<file path="src/rtl/serial_adder.sv">
// serial_adder -- bit-serial ripple adder.
//
// Adds two WIDTH-bit unsigned operands LSB-first, one bit per clock, using a
// single full-adder slice made of two ha half-adders and an OR for the carry.
// A one-cycle Start strobe loads the operands. The result appears with a
// one-cycle Done pulse WIDTH+1 edges later.
//
// Ports:
//   clk    rising-edge clock
//   rst    asynchronous active-high reset
//   Start  load request; accepted in IDLE or DONE, ignored in RUN
//   A, B   WIDTH-bit operands, captured on an accepted Start
//   Cin    carry-in, captured on an accepted Start
//   Busy   high while the addition is in progress
//   Done   one-cycle pulse; Sum/Cout valid while high
//   Sum    A + B + Cin mod 2^WIDTH (held until the next accepted Start)
//   Cout   carry out of bit WIDTH-1 (updated only on entry to DONE)

// Half adder used as the building block of the full-adder slice.
module ha (
  input  logic a,
  input  logic b,
  output logic s,
  output logic c
);
  assign s = a ^ b;
  assign c = a & b;
endmodule

module serial_adder #(
  parameter int WIDTH = 8
) (
  input  logic             clk,
  input  logic             rst,
  input  logic             Start,
  input  logic [WIDTH-1:0] A,
  input  logic [WIDTH-1:0] B,
  input  logic             Cin,
  output logic             Busy,
  output logic             Done,
  output logic [WIDTH-1:0] Sum,
  output logic             Cout
);

  localparam int CW = $clog2(WIDTH + 1);
  localparam logic [CW-1:0] LAST = CW'(WIDTH - 1);

  typedef enum logic [1:0] {
    IDLE,
    RUN,
    DONE
  } state_t;

  state_t state, state_next;

  logic [WIDTH-1:0] sa, sb, sum_shift;
  logic             c;
  logic [CW-1:0]    cnt;
  logic             sum1, carry1, s, carry2, carry_next;
  logic             accept, last_bit;

  // Full-adder slice: the first ha adds the two operand bits, the second
  // folds in the stored carry; either half producing a carry sets it.
  ha u_ha0 (.a(sa[0]), .b(sb[0]), .s(sum1), .c(carry1));
  ha u_ha1 (.a(sum1),  .b(c),     .s(s),    .c(carry2));

  assign carry_next = carry1 | carry2;

  // The result register doubles as the shift-in register: each new sum bit
  // enters at the top, so after WIDTH shifts bit 0 sits at the bottom.
  generate
    if (WIDTH == 1) begin : g_sum_w1
      assign sum_shift = s;
    end else begin : g_sum_wn
      assign sum_shift = {s, Sum[WIDTH-1:1]};
    end
  endgenerate

  assign accept   = Start && (state != RUN);
  assign last_bit = (cnt == LAST);

  // State register.
  always_ff @(posedge clk or posedge rst) begin
    if (rst) begin
      state <= IDLE;
    end else begin
      state <= state_next;
    end
  end

  // Next-state logic. A Start seen in DONE chains straight into a new RUN.
  always_comb begin
    state_next = state;
    case (state)
      IDLE:    if (Start) state_next = RUN;
      RUN:     if (last_bit) state_next = DONE;
      DONE:    state_next = Start ? RUN : IDLE;
      default: state_next = IDLE;
    endcase
  end

  // Datapath and registered status outputs. Busy/Done are registered from
  // the next state so they line up exactly with the state they describe.
  always_ff @(posedge clk or posedge rst) begin
    if (rst) begin
      sa   <= '0;
      sb   <= '0;
      c    <= 1'b0;
      cnt  <= '0;
      Sum  <= '0;
      Cout <= 1'b0;
      Busy <= 1'b0;
      Done <= 1'b0;
    end else begin
      Busy <= (state_next == RUN);
      Done <= (state_next == DONE);
      if (accept) begin
        sa  <= A;
        sb  <= B;
        c   <= Cin;
        cnt <= '0;
      end else if (state == RUN) begin
        c   <= carry_next;
        sa  <= sa >> 1;
        sb  <= sb >> 1;
        Sum <= sum_shift;
        cnt <= cnt + CW'(1);
        // The carry out of the final bit is the overall carry-out.
        if (last_bit) begin
          Cout <= carry_next;
        end
      end
    end
  end

endmodule

</file>
<file path="config.mk">
export PLATFORM = sky130hd
export DESIGN_NAME = serial_adder
export DESIGN_NICKNAME = d
export VERILOG_FILES = /design/src/rtl/serial_adder.sv
export SDC_FILE = /design/constraint.sdc
export NUM_CORES = 1
export LEC_CHECK = 0
export BUFFER_PORTS_ARGS = -buffer_cell sky130_fd_sc_hd__buf_2
export CORE_MARGIN = 3
export CORE_UTILIZATION = 40
export DETAILED_ROUTE_END_ITERATION = 8
export GPL_TIMING_DRIVEN = 0
export PLACE_DENSITY = 0.71
export SLEW_MARGIN = 20
export SYNTH_ARGS = -nofsm -noshare
export SYNTH_HDL_FRONTEND = slang
export SYNTH_HIERARCHICAL = 1
export SYNTH_SLANG_ARGS = --single-unit
export TNS_END_PERCENT = 5
</file>
<file path="constraint.sdc">
create_clock -name clk -period 1.27 [get_ports clk]
set_input_delay 0.254 -clock clk [delete_from_list [all_inputs] [get_ports clk]]
set_output_delay 0.254 -clock clk [all_outputs]
set_load 0.02 [all_outputs]
</file>
==> metrics <==
min cycle time layout=1.19 ns; Crit Path Category=reg -> reg; worst hold path class=in -> async; clock root buffer master=clkbuf_8; layout cells sized above 1=0.333; antenna violations before repair=0; ys flop type=dfrtp_1; VDD IR-drop max=0.00106 V; wire per inst=13.1 um; endpoint class of the critical path=flip-flop; post-route cell area=1860 um^2; Syn Inst Count=144; final worst-path cycle share=0.939; slew margin rel.=0.526; Clock transition at path regs=0.06 ns; RSZ-0062 raised after global routing=yes; Hold Violations, Final=0; Netlist Area Pre-Place=1570 um^2; drt via density=5.00; Final ANT Viol Nets=0; pin count of the biggest net entering global routing=35; final setup violating endpoints=0; Worst Skew=0.00614 ns; CTS tree=done; Ant. Diodes=0; Max Root-Sink Buffers=2; Post-DP Area=1780 um^2; GRT Total Usage=0.150; DRT Wirelength=2.99 mm; core region area=3720 um^2; post-synth net total=167; register area share after synthesis=0.541; GRT overflow=0; die area=4720 um^2; worst-skew pair later-pin latency=0.28 ns; Num CTS Buffers=5; EDFF count, synth=0; flops & latches, synth=34; max-slew violations=0; Distinct cells, synth=22; first-pass GRT wire length=5.07 mm; yosys synthesis warning count=6; Syn Area/Cell=10.9 um^2; DRC violations left=0; max-cap violations=0; asr flop ratio synth=1.00; Area Overhead vs Synth=18.1%; post-DP HPWL=2.15 mm; 1st-iter DRT viols=77; RePlAce Congestion=0.788; First-pass DRT Iterations=4; I/O Buffers=29; routed vias=1140; achievable frequency=839 MHz; Die Y=68.7 um; leakage power=0.955 nW; placed cells=221; number of clock sinks=34; Worst Path Required=1.44 ns; I/O pins=31; CTS Hold Buffers Added=0; WP data arrival=1.36 ns; H-tree levels=2; Initial Util=0.423; Layout Cells excl Fill=228; outcome=completed; vias in the first global route=1111; Die W=68.7 um; row cnt=22; Worst-Margin Slew=0.711 ns; element type at the critical path start=flip-flop; final net count=203; PD cells=2370 nW/um^2; critical path peak fanout=2
==> area by class of cell <==
class,instances,area (um^2)
multi-input cells,99,639
clock buffers,7,76.3
plain buffers,8,73.8
repair buffers,29,145
well taps,48,60.1
fillers,361,1860
flip-flops and latches,34,851
inverters,3,11.3
==> final timing paths <==
path	start	to	slack (ns)	cells after the start
setup / recovery	sb[0]$_DFFE_PP0P_	Sum[7]$_DFFE_PP0P_	0.08	4
hold / removal	rst	state[1]$_DFF_PP0_	0.08	2
hold reg to reg	sa[1]$_DFFE_PP0P_	sa[0]$_DFFE_PP0P_	0.48	2
min in group clk	B[7]	sb[7]$_DFFE_PP0P_	0.22	3
setup reg to reg	sb[0]$_DFFE_PP0P_	Sum[7]$_DFFE_PP0P_	0.08	4
max in group asynchronous	rst	Sum[3]$_DFFE_PP0P_	0.72	2
==> power breakdown <==
group          total (mW)  switching (mW)  leakage (nW)  internal (mW)
Combinational        1.86            1.08         0.483          0.779
Clock               0.723           0.346        0.0383          0.377
Sequential           1.82           0.296         0.433           1.53
==> metal layers <==
layer | global-route usage | routed length (um) | vias to the layer above
met2 | 0.244 | 1490 | 29
met1 | 0.181 | 1310 | 556
met4 | 0.0560 | 22 | 0
met3 | 0.0535 | 169 | 2
li1 | - | - | 553
met5 | 0 | 0 | -
==> worst max-delay path, cell delays in order (launching register included) <==
cell and delay [ns]:
dfrtp_1 0.40, ha_1 0.28, ha_1 0.29, nand2_1 0.06, nand2_1 0.05
==> layout by cell type (no fill, tap or decap) <==
| cell | synthesis | layout |
|---|---|---|
| nor3_1 | 2 | 2 |
| clkbuf_1 | 1 | 3 |
| buf_2 | 2 | 31 |
| and2b_1 | 1 | 1 |
| mux2_4 | 1 | 1 |
| ha_1 | 3 | 3 |
| nand3b_1 | 1 | 1 |
| nand2_1 | 42 | 42 |
| o21ai_2 | 14 | 14 |
| nor2_1 | 3 | 2 |
| o21ai_0 | 5 | 4 |
| dfrtp_1 | 34 | 34 |
| o21ai_1 | 0 | 1 |
| buf_6 | 4 | 4 |
| nand2b_4 | 1 | 1 |
| buf_8 | 1 | 1 |
| nor3_2 | 1 | 1 |
| clkbuf_8 | 0 | 5 |
| mux2i_1 | 18 | 18 |
| a21oi_1 | 1 | 1 |
| a211oi_1 | 1 | 1 |
| nor2_2 | 0 | 1 |
| inv_1 | 3 | 2 |
| nand3_1 | 4 | 4 |
| inv_2 | 0 | 1 |
| nor2b_1 | 1 | 1 |
==> stage by stage <==
step | hold slack (ns) | setup TNS, ns | power, mW | utilization | setup slack (ns)
2_1_floorplan | 0.396 | 0 | 3.22 | - | 0.121
3_5_place_dp | 0.409 | 0 | 3.72 | 0.478 | 0.0441
4_1_cts | 0.0991 | 0 | 4.46 | 0.499 | 0.0348
5_1_grt | 0.144 | -0.0566 | 4.78 | 0.500 | -0.0159
3_3_place_gp | 0.453 | -5.00 | 3.61 | 0.478 | -0.148
6_report | 0.0844 | 0 | 4.40 | 0.500 | 0.0777
==> Yosys cell counts (all sizes together) (3+ instances only) <==
library cell	n	share of area
nor3	3	0.013
nand3	4	0.013
ha	3	0.024
buf	7	0.045
mux2i	18	0.11
inv	3	0.0072
nor2	3	0.0072
nand2	42	0.10
o21ai	19	0.094
dfrtp	34	0.54
==> sequential cells by signal (all words and copies together) (netlist names) <==
name,cells
state,2
Done,1
cnt,4
Sum,8
Busy,1
sa,8
Cout,1
c,1
sb,8
==> cell families after synthesis <==
family                   Yosys count  synth area share
adder cells (fa/ha/maj)            3            0.0239
buffers and inverters             11            0.0541
multiplexers                      19             0.124
flip-flops                        34             0.541
AO/OA/AOI/OAI                     21             0.102
AND/OR/NAND/NOR                   56             0.155
==> repair_timing <==
item / 4_1_cts / 5_1_grt
endpoints found under the setup margin: 0 / 8
gates resized for setup: 0 / 2
buffers inserted: 0 / 0
Note: power is estimated with default switching activity, not from simulation.
